### src/rtl/ftdi_tx_arbiter_if.sv
// Byte-stream bundle between the on-chip sources, the arbiter and the ft232h write port.
//   s_tdata  : packed source bytes, source i in [8i+7:8i]
//   s_tvalid : per-source valid
//   s_tlast  : per-source end-of-packet
//   s_tready : per-source ready (driven by the arbiter)
//   m_tdata  : merged byte towards ft232h (driven by the arbiter)
//   m_tvalid : merged valid (driven by the arbiter)
//   m_tready : ft232h ready
// The slave modport is the arbiter's view; the master modport is the view of whatever
// drives the sources and sinks the merged stream.
interface ftdi_tx_arbiter_if #(
    parameter int unsigned NUM_SOURCES = 4
);
    logic [8*NUM_SOURCES-1:0] s_tdata;
    logic [NUM_SOURCES-1:0]   s_tvalid;
    logic [NUM_SOURCES-1:0]   s_tlast;
    logic [NUM_SOURCES-1:0]   s_tready;
    logic [7:0]               m_tdata;
    logic                     m_tvalid;
    logic                     m_tready;

    modport slave (
        input  s_tdata, s_tvalid, s_tlast, m_tready,
        output s_tready, m_tdata, m_tvalid
    );

    modport master (
        output s_tdata, s_tvalid, s_tlast, m_tready,
        input  s_tready, m_tdata, m_tvalid
    );
endinterface

### src/rtl/ftdi_tx_arbiter.sv
// Round-robin packet arbiter in front of the ft232h write port. Each grant emits a
// one-byte channel header {2'b10, cont, 1'b0, id[3:0]} followed by at most MAX_BURST
// payload bytes passed straight through from the granted source.
//   sys_clk : clock, rising edge
//   rst_n   : synchronous active-low reset
//   enable  : permits new grants, looked at only while idle
//   bus     : source and ft232h streams (slave modport)
//   grant   : one-hot current owner, zero while idle
//   busy    : high while a header or payload is in flight
module ftdi_tx_arbiter #(
    parameter int unsigned NUM_SOURCES = 4,
    parameter int unsigned MAX_BURST   = 64
) (
    input  logic                   sys_clk,
    input  logic                   rst_n,
    input  logic                   enable,
    ftdi_tx_arbiter_if.slave       bus,
    output logic [NUM_SOURCES-1:0] grant,
    output logic                   busy
);
    localparam int unsigned IdxW = (NUM_SOURCES > 1) ? $clog2(NUM_SOURCES) : 1;

    typedef enum logic [1:0] {StIdle, StHeader, StPayload} state_e;

    state_e                 state_q;
    logic [IdxW-1:0]        last_ptr_q;
    logic [IdxW-1:0]        gidx_q;
    logic [NUM_SOURCES-1:0] grant_q;
    logic [NUM_SOURCES-1:0] midpkt_q;
    logic [7:0]             hdr_q;
    logic [7:0]             cnt_q;
    logic                   busy_q;

    // Round-robin search starting just above the previous owner.
    logic [IdxW:0]          cand;
    logic [IdxW-1:0]        pick_idx;
    logic                   pick_found;
    logic [NUM_SOURCES-1:0] pick_oh;

    always_comb begin
        cand       = '0;
        pick_idx   = '0;
        pick_found = 1'b0;
        pick_oh    = '0;
        for (int k = 1; k <= int'(NUM_SOURCES); k++) begin
            cand = {1'b0, last_ptr_q} + (IdxW+1)'(k);
            if (cand >= (IdxW+1)'(NUM_SOURCES)) begin
                cand = cand - (IdxW+1)'(NUM_SOURCES);
            end
            if (!pick_found && bus.s_tvalid[cand[IdxW-1:0]]) begin
                pick_found = 1'b1;
                pick_idx   = cand[IdxW-1:0];
            end
        end
        pick_oh[pick_idx] = 1'b1;
    end

    // Granted source's stream, selected by the registered owner index.
    logic [7:0] g_tdata;
    logic       g_tvalid;
    logic       g_tlast;

    always_comb begin
        g_tdata  = '0;
        g_tvalid = 1'b0;
        g_tlast  = 1'b0;
        for (int i = 0; i < int'(NUM_SOURCES); i++) begin
            if (gidx_q == IdxW'(i)) begin
                g_tdata  = bus.s_tdata[8*i +: 8];
                g_tvalid = bus.s_tvalid[i];
                g_tlast  = bus.s_tlast[i];
            end
        end
    end

    // Output mux; m_tvalid never looks at m_tready.
    always_comb begin
        bus.m_tdata  = '0;
        bus.m_tvalid = 1'b0;
        bus.s_tready = '0;
        case (state_q)
            StHeader: begin
                bus.m_tdata  = hdr_q;
                bus.m_tvalid = 1'b1;
            end
            StPayload: begin
                bus.m_tdata  = g_tdata;
                bus.m_tvalid = g_tvalid;
                bus.s_tready = grant_q & {NUM_SOURCES{bus.m_tready}};
            end
            default: ;
        endcase
    end

    logic beat;
    assign beat = bus.m_tvalid & bus.m_tready;

    always_ff @(posedge sys_clk) begin
        if (!rst_n) begin
            state_q    <= StIdle;
            last_ptr_q <= IdxW'(NUM_SOURCES - 1);
            gidx_q     <= '0;
            grant_q    <= '0;
            midpkt_q   <= '0;
            hdr_q      <= '0;
            cnt_q      <= '0;
            busy_q     <= 1'b0;
        end else begin
            case (state_q)
                StIdle: begin
                    if (enable && pick_found) begin
                        gidx_q  <= pick_idx;
                        grant_q <= pick_oh;
                        hdr_q   <= {2'b10, midpkt_q[pick_idx], 1'b0, 4'(pick_idx)};
                        cnt_q   <= '0;
                        busy_q  <= 1'b1;
                        state_q <= StHeader;
                    end
                end
                StHeader: begin
                    if (beat) begin
                        state_q <= StPayload;
                    end
                end
                StPayload: begin
                    if (beat) begin
                        // tlast takes priority over the burst cap, so a packet ending
                        // exactly at MAX_BURST is not flagged as continued.
                        if (g_tlast) begin
                            midpkt_q[gidx_q] <= 1'b0;
                            last_ptr_q       <= gidx_q;
                            grant_q          <= '0;
                            busy_q           <= 1'b0;
                            state_q          <= StIdle;
                        end else if (cnt_q == 8'(MAX_BURST - 1)) begin
                            midpkt_q[gidx_q] <= 1'b1;
                            last_ptr_q       <= gidx_q;
                            grant_q          <= '0;
                            busy_q           <= 1'b0;
                            state_q          <= StIdle;
                        end else begin
                            cnt_q <= cnt_q + 8'd1;
                        end
                    end
                end
                default: state_q <= StIdle;
            endcase
        end
    end

    assign grant = grant_q;
    assign busy  = busy_q;
endmodule

### src/flat_wrapper.sv
// flat-port wrapper written by rule: the top's interface ports become plain ports
module ftdi_tx_arbiter_flat 
#(
    parameter int unsigned NUM_SOURCES = 4,
    parameter int unsigned MAX_BURST   = 64
)
  (sys_clk, rst_n, enable, grant, busy, bus_s_tdata, bus_s_tvalid, bus_s_tlast, bus_m_tready, bus_s_tready, bus_m_tdata, bus_m_tvalid);
  ftdi_tx_arbiter_if #(.NUM_SOURCES(NUM_SOURCES)) bus_i ();
  input  logic sys_clk;
  input  logic rst_n;
  input  logic enable;
  output logic [NUM_SOURCES-1:0] grant;
  output logic busy;
  input wire logic [$bits(bus_i.s_tdata)-1:0] bus_s_tdata;
  input wire logic [$bits(bus_i.s_tvalid)-1:0] bus_s_tvalid;
  input wire logic [$bits(bus_i.s_tlast)-1:0] bus_s_tlast;
  input wire logic [$bits(bus_i.m_tready)-1:0] bus_m_tready;
  output wire logic [$bits(bus_i.s_tready)-1:0] bus_s_tready;
  output wire logic [$bits(bus_i.m_tdata)-1:0] bus_m_tdata;
  output wire logic [$bits(bus_i.m_tvalid)-1:0] bus_m_tvalid;
  assign bus_i.s_tdata = bus_s_tdata;
  assign bus_i.s_tvalid = bus_s_tvalid;
  assign bus_i.s_tlast = bus_s_tlast;
  assign bus_i.m_tready = bus_m_tready;
  assign bus_s_tready = bus_i.s_tready;
  assign bus_m_tdata = bus_i.m_tdata;
  assign bus_m_tvalid = bus_i.m_tvalid;
  ftdi_tx_arbiter #(.NUM_SOURCES(NUM_SOURCES), .MAX_BURST(MAX_BURST)) u_core (.sys_clk(sys_clk), .rst_n(rst_n), .enable(enable), .bus(bus_i), .grant(grant), .busy(busy));
endmodule
### config.mk
export PLATFORM = sky130hd
export DESIGN_NAME = ftdi_tx_arbiter_flat
export DESIGN_NICKNAME = d
export VERILOG_FILES = /design/src/rtl/ftdi_tx_arbiter_if.sv /design/src/rtl/ftdi_tx_arbiter.sv /design/src/flat_wrapper.sv
export SDC_FILE = /design/constraint.sdc
export NUM_CORES = 1
export LEC_CHECK = 0
export ABC_AREA = 0
export CAP_MARGIN = 5
export CORE_ASPECT_RATIO = 1.1
export CORE_UTILIZATION = 25
export DETAILED_ROUTE_END_ITERATION = 8
export SLEW_MARGIN = 10
export SYNTH_ARGS = -nofsm -noshare
export SYNTH_HDL_FRONTEND = slang
export SYNTH_SLANG_ARGS = --single-unit
### constraint.sdc
create_clock -name sys_clk -period 3.03 [get_ports sys_clk]
set_input_delay 0.303 -clock sys_clk [delete_from_list [all_inputs] [get_ports sys_clk]]
set_output_delay 0.303 -clock sys_clk [all_outputs]
set_load 0.02 [all_outputs]
* Yosys cells after proc, flatten, opt, wreduce, memory -nomap -nowiden
Index checks and enable logic that the tools add are counted.
** Word-level totals
- Flip-flop bits (word level) :: 27
- Bits of input ports :: 44
- Output and inout bits :: 18
** Operators by class
- Add/sub/neg operators :: 9
- Magnitude comparators :: 12
- Eq/ne operators :: 12
- Muxes and demuxes :: 66
- Bitwise logic cells :: 5
- Reductions and logical operators :: 18
** Operators with widths (number)
- 8-bit 2-to-1 mux :: 8
- 8-bit one-hot mux with 2 select lines :: 2
- 2-bit 2-to-1 mux :: 15
- 4-bit 2-to-1 mux :: 7
- 1-bit 2-to-1 mux :: 23
- 2-bit by 3-bit < comparator with 1-bit output (second input constant) :: 6
- 3-bit greater-or-equal comparator (second input constant) :: 4
- 1-bit binary-select mux with 2-bit select :: 5
- 8-bit by 1-bit adder with 8-bit output (second input constant) :: 1
- 4-bit bitwise AND :: 2
- 8-bit by 6-bit == test with 1-bit output (second input constant) :: 1
- 4-bit one-hot mux with 2 select lines :: 1
- 4-bit AND reduction :: 2
- 2-bit by 1-bit subtractor with 2-bit output (second input constant) :: 4
- 2-bit by 2-bit adder with 3-bit output (second input constant) :: 2
- 2-bit == test (second input constant) :: 3
- 1-bit logical AND :: 6
- 2-bit by 1-bit != test with 1-bit output (second input constant) :: 3
- 2-bit one-hot mux with 3 select lines :: 1
- 5-bit AND reduction :: 1
- 1-bit demux with 2-bit select :: 2
- 2-bit by 1-bit == test with 1-bit output (second input constant) :: 2
- 2-bit by 1-bit greater-or-equal comparator with 1-bit output (second input constant) :: 2
- 2-bit zero test :: 2
- 12 further kinds :: 17

* Longest topological paths before layout
- Word-level depth :: 21
- Depth in mapped cells :: 9

* Least setup slack after synthesis
Ideal clock, no wire load.
- Path type :: register to register
- Start point :: reg u_core.state_q[1]
- End point :: reg u_core.cnt_q[7]
- Library setup time :: 75 ps
- Arrival time :: 2119 ps
- Data required time :: 2955 ps
- Path slack :: 837 ps
- Cell stages (with the launch flop) :: 10
- Buffers on the path :: 2
- Cell sequence :: dfxtp_1 > inv_1 > ha_1 > clkbuf_1 > nor2b_1 > a221oi_2 > a31oi_2 > buf_6 > or4_1 > a21oi_1
** On the way
- Word-level cells in the longest chain between the ends :: 5
- Elaborated cells between the ends (all ways) :: 12
- Classes of those cells :: 6 x eq/ne; 2 x mux; 1 x bitwise; 3 x reduce/logical
** RTL lines
- start, declared :: RTL line ftdi_tx_arbiter.sv:25 : state_e state_q;
- start signal, assigned :: RTL line ftdi_tx_arbiter.sv:100 : state_q <= StIdle;
- start signal, assigned :: RTL line ftdi_tx_arbiter.sv:117 : state_q <= StHeader;
- start signal, assigned :: RTL line ftdi_tx_arbiter.sv:122 : state_q <= StPayload;
- 2-bit == test / 2-bit by 1-bit == test with 1-bit output (equally long branches) :: RTL line ftdi_tx_arbiter.sv:81, ftdi_tx_arbiter.sv:109
- 1-bit one-hot mux with 2 select lines :: RTL line ftdi_tx_arbiter.sv:81 : case (state_q)
- 1-bit bitwise AND :: RTL line ftdi_tx_arbiter.sv:96 : assign beat = bus.m_tvalid & bus.m_tready;
- 2-bit by 1-bit != test with 1-bit output (no source line)
- 5-bit AND reduction (no source line)
- end signal, assigned :: RTL line ftdi_tx_arbiter.sv:142 : cnt_q <= cnt_q + 8'd1;
- end, declared :: RTL line ftdi_tx_arbiter.sv:31 : logic [7:0] cnt_q;
Several ways; a longest one is shown, not always the timed one.
A chain may end at the register's enable or synchronous reset.

==> impl_metrics.tcl <==
set metrics [dict create \
    cp-start-kind "flip-flop" \
    reg2reg_from "u_core.state_q[0]" \
    grt_usage_pct 13.54 \
    min-delay-start "u_core.busy" \
    post_cts_resized 0 \
    worst_clock_skew_ns 0.01110 \
    grt_first_pass_wirelength_um 7797 \
    synth_top_family_by_area "simple AND/OR/NAND/NOR gates" \
    synth-seq-cells 25 \
    boundaryPins 62 \
    drc_errors 0 \
    cts_tree "built" \
    tightest_slew_ns 0.7249 \
    hold_viol_final 0 \
    synth-simple-area-share_pct 23.88 \
    critPathMaxStageDelay_ns 0.56 \
    rsz0062_at_grt "no" \
    syn_to_final_growth_pct 42.91 \
    clkPwrFrac_pct 23.1 \
    cap_violations 0 \
    synthXorXnorAreaFrac_pct 0 \
    grt_pass1_vias 1608 \
    placedCellCount 337 \
    path_cells "mux4_2 -> a21oi_1 -> nor2b_1 -> clkdlybuf4s50_1" \
    crit_path_top_delay_cell "mux4_2" \
    muxShareOfSynthArea_pct 17.96 \
    p_leak_nw 0.9047 \
    critPathCaptureType "output port" \
    setup_viol 0 \
    n_antenna_cell 0 \
    crit_arrival_ns 2.36 \
    p_sw_share_pct 33.27 \
    syn_area_um2 1755 \
    p_comb_share_pct 37.4 \
    via_per_inst 5.050 \
    synth_nets 247 \
    power_switching_uw 296.8 \
    routedWlPerCell_um 13.80 \
    initial_core_util_pct 26.31 \
    syn_inst 199 \
    hold_class "flip-flop to flip-flop" \
    synthFlopType "dfxtp_1" \
    power_uw 892.2 \
    vias 1722 \
    synth_compound_area_share_pct 21.53 \
    grt_overflow 0 \
    drt-initial-drc-count 47 \
    synthTopCellsByArea "dfxtp_1 (29%), mux4_2 (13%), mux2i_1 (5.1%)" \
    io_buffers 61 \
    pre_cts_ws_ns 0.4194 \
    cts_buffers 3 \
    setup-tns-final_ns 0 \
    dieHeight_um 89.89 \
    rows 31 \
    die_x_um 81.90 \
    cts_sinks 25 \
    internal_power_uw 595.3 \
    startpoint "u_core.hdr_q[1]" \
    cellPowerDensity_nw_per_um2 355.6 \
    core-area_um2 6671 \
    cp_max_fo 10 \
    status "complete, no violations" \
    synth_fa_ha_area_share_pct 2.851 \
    seqPwrFrac_pct 39.5 \
    dieArea_um2 7361 \
    fin_crit_ns 2.661 \
    clock_path_buffers 2 \
    ir_drop_mv 0.2070 \
    max_slew_margin_pct 51.16 \
    drt-total-wl_um 4705 \
    synth_top_area_cell "dfxtp_1" \
    firstDrtPassIters 4 \
    finalMaxSlewViolations 0 \
    cts_root_buf "clkbuf_8" \
    h-tree-depth 1 \
    yosysWarnings 0 \
    grt_max_degree 26 \
    required_ns 2.73 \
    ant_nets 0 \
    synthDistinctLibCells 42 \
    clk_latency_ns 0.28 \
    synth_top_area_share_pct 28.51 \
    hold_buffers 0 \
    antenna_found_initial 0 \
    synth_commonest_cells "dfxtp_1 (25), nand2_1 (22), a21oi_1 (13)" \
    fin_ws_ns 0.3690 \
    num-nets-final 308 \
    place.gp.congestion 0.7874 \
    synth.most_common_cell "dfxtp_1" \
    async_flop_share_pct 0 \
    final_cells 341 \
    drive_gt1_share_pct 10.81 \
    critPathKind "flip-flop to output port" \
    post_cts_buffers 0 \
    syn_avg_cell_area_um2 8.821 \
    timing.final.crit_share_pct 87.82 \
    ys_seq_area_share_pct 28.51 \
    synth_edf_count 0 \
    dp_hpwl_um 3598 \
    clk_pin_slew_worst_paths_ns 0.08 \
    max_freq_mhz 375.8 \
]
[per-layer routing]
metal	share of wire [%]	track usage, %	routed length (µm)
met5	0	0	0
met4	0.77	3.363	36
met3	2.7	2.437	126
met2	51	21.76	2415
met1	45	18.37	2127
[cell type report]
cell class | count | area [µm²]
inverters | 9 | 33.78
well taps | 82 | 102.6
fillers | 699 | 4163
flip-flops and latches | 25 | 500.5
repair buffers | 68 | 663.1
multi-input cells | 153 | 1162
clock buffers | 3 | 41.29
clock inverters | 1 | 5.005
[power groups by stage]
stage,sequential [mW],clock [mW],combinational (mW)
floorplan,0.366,0,0.209
global placement,0.360,0,0.333
detailed placement,0.361,0,0.336
CTS,0.353,0.212,0.337
global route,0.356,0.228,0.369
finish,0.352,0.206,0.334
[worst paths after layout]
path                                         to  slack (ns)  depth (start not counted)
worst min-delay path                u_core.busy        0.48                          2
worst min register to register      u_core.busy        0.48                          2
worst max-delay path               bus_m_tvalid        0.37                          4
worst max register to register  u_core.cnt_q[7]        0.50                          7
[kinds of logic (layout without fill, tap and decap cells)]
group / after synthesis / after routing
buffers and inverters: 21 / 81
flip-flops: 25 / 25
AND/OR/NAND/NOR: 78 / 78
multiplexers: 19 / 19
adder cells (fa/ha/maj): 4 / 4
AO/OA/AOI/OAI: 52 / 52
[critical path: cells and delay by family, from the launching register on]
| kind | cells | cell delay, ns |
|---|---|---|
| AOI/OAI and AO/OA | 1 | 0.33 |
| DFF | 1 | 0.55 |
| buffers and inverters | 1 | 0.56 |
| muxes | 1 | 0.56 |
| and+or+nand+nor | 1 | 0.09 |
[through the flow]
| stage | util, % | hold slack, ns | cell area [µm²] |
|---|---|---|---|
| 2_1_floorplan | - | 0.4316 | 1755 |
| 3_3_place_gp | 36.91 | 0.4538 | 2462 |
| 3_5_place_dp | 36.91 | 0.4616 | 2462 |
| 4_1_cts | 37.60 | 0.4763 | 2509 |
| 5_1_grt | 37.60 | 0.5089 | 2509 |
| 6_report | 37.60 | 0.4755 | 2509 |
[cell usage in the layout (no fill, tap or decap), types with 4 or more instances in the layout]
master	Yosys	final
a21oi_1	13	13
nor2_1	12	12
inv_1	9	9
mux4_2	10	10
o21ai_0	7	7
and2_1	4	4
dfxtp_1	25	25
mux2i_1	9	9
and3_1	11	11
nand2b_1	4	4
nand2_1	22	22
ha_1	4	4
clkdlybuf4s50_1	0	61
nand3_1	5	5
buf_4	1	7
o31ai_1	7	7
nor2b_1	7	7
or4_1	6	6
No activity file was read; power rests on OpenSTA's default activity.
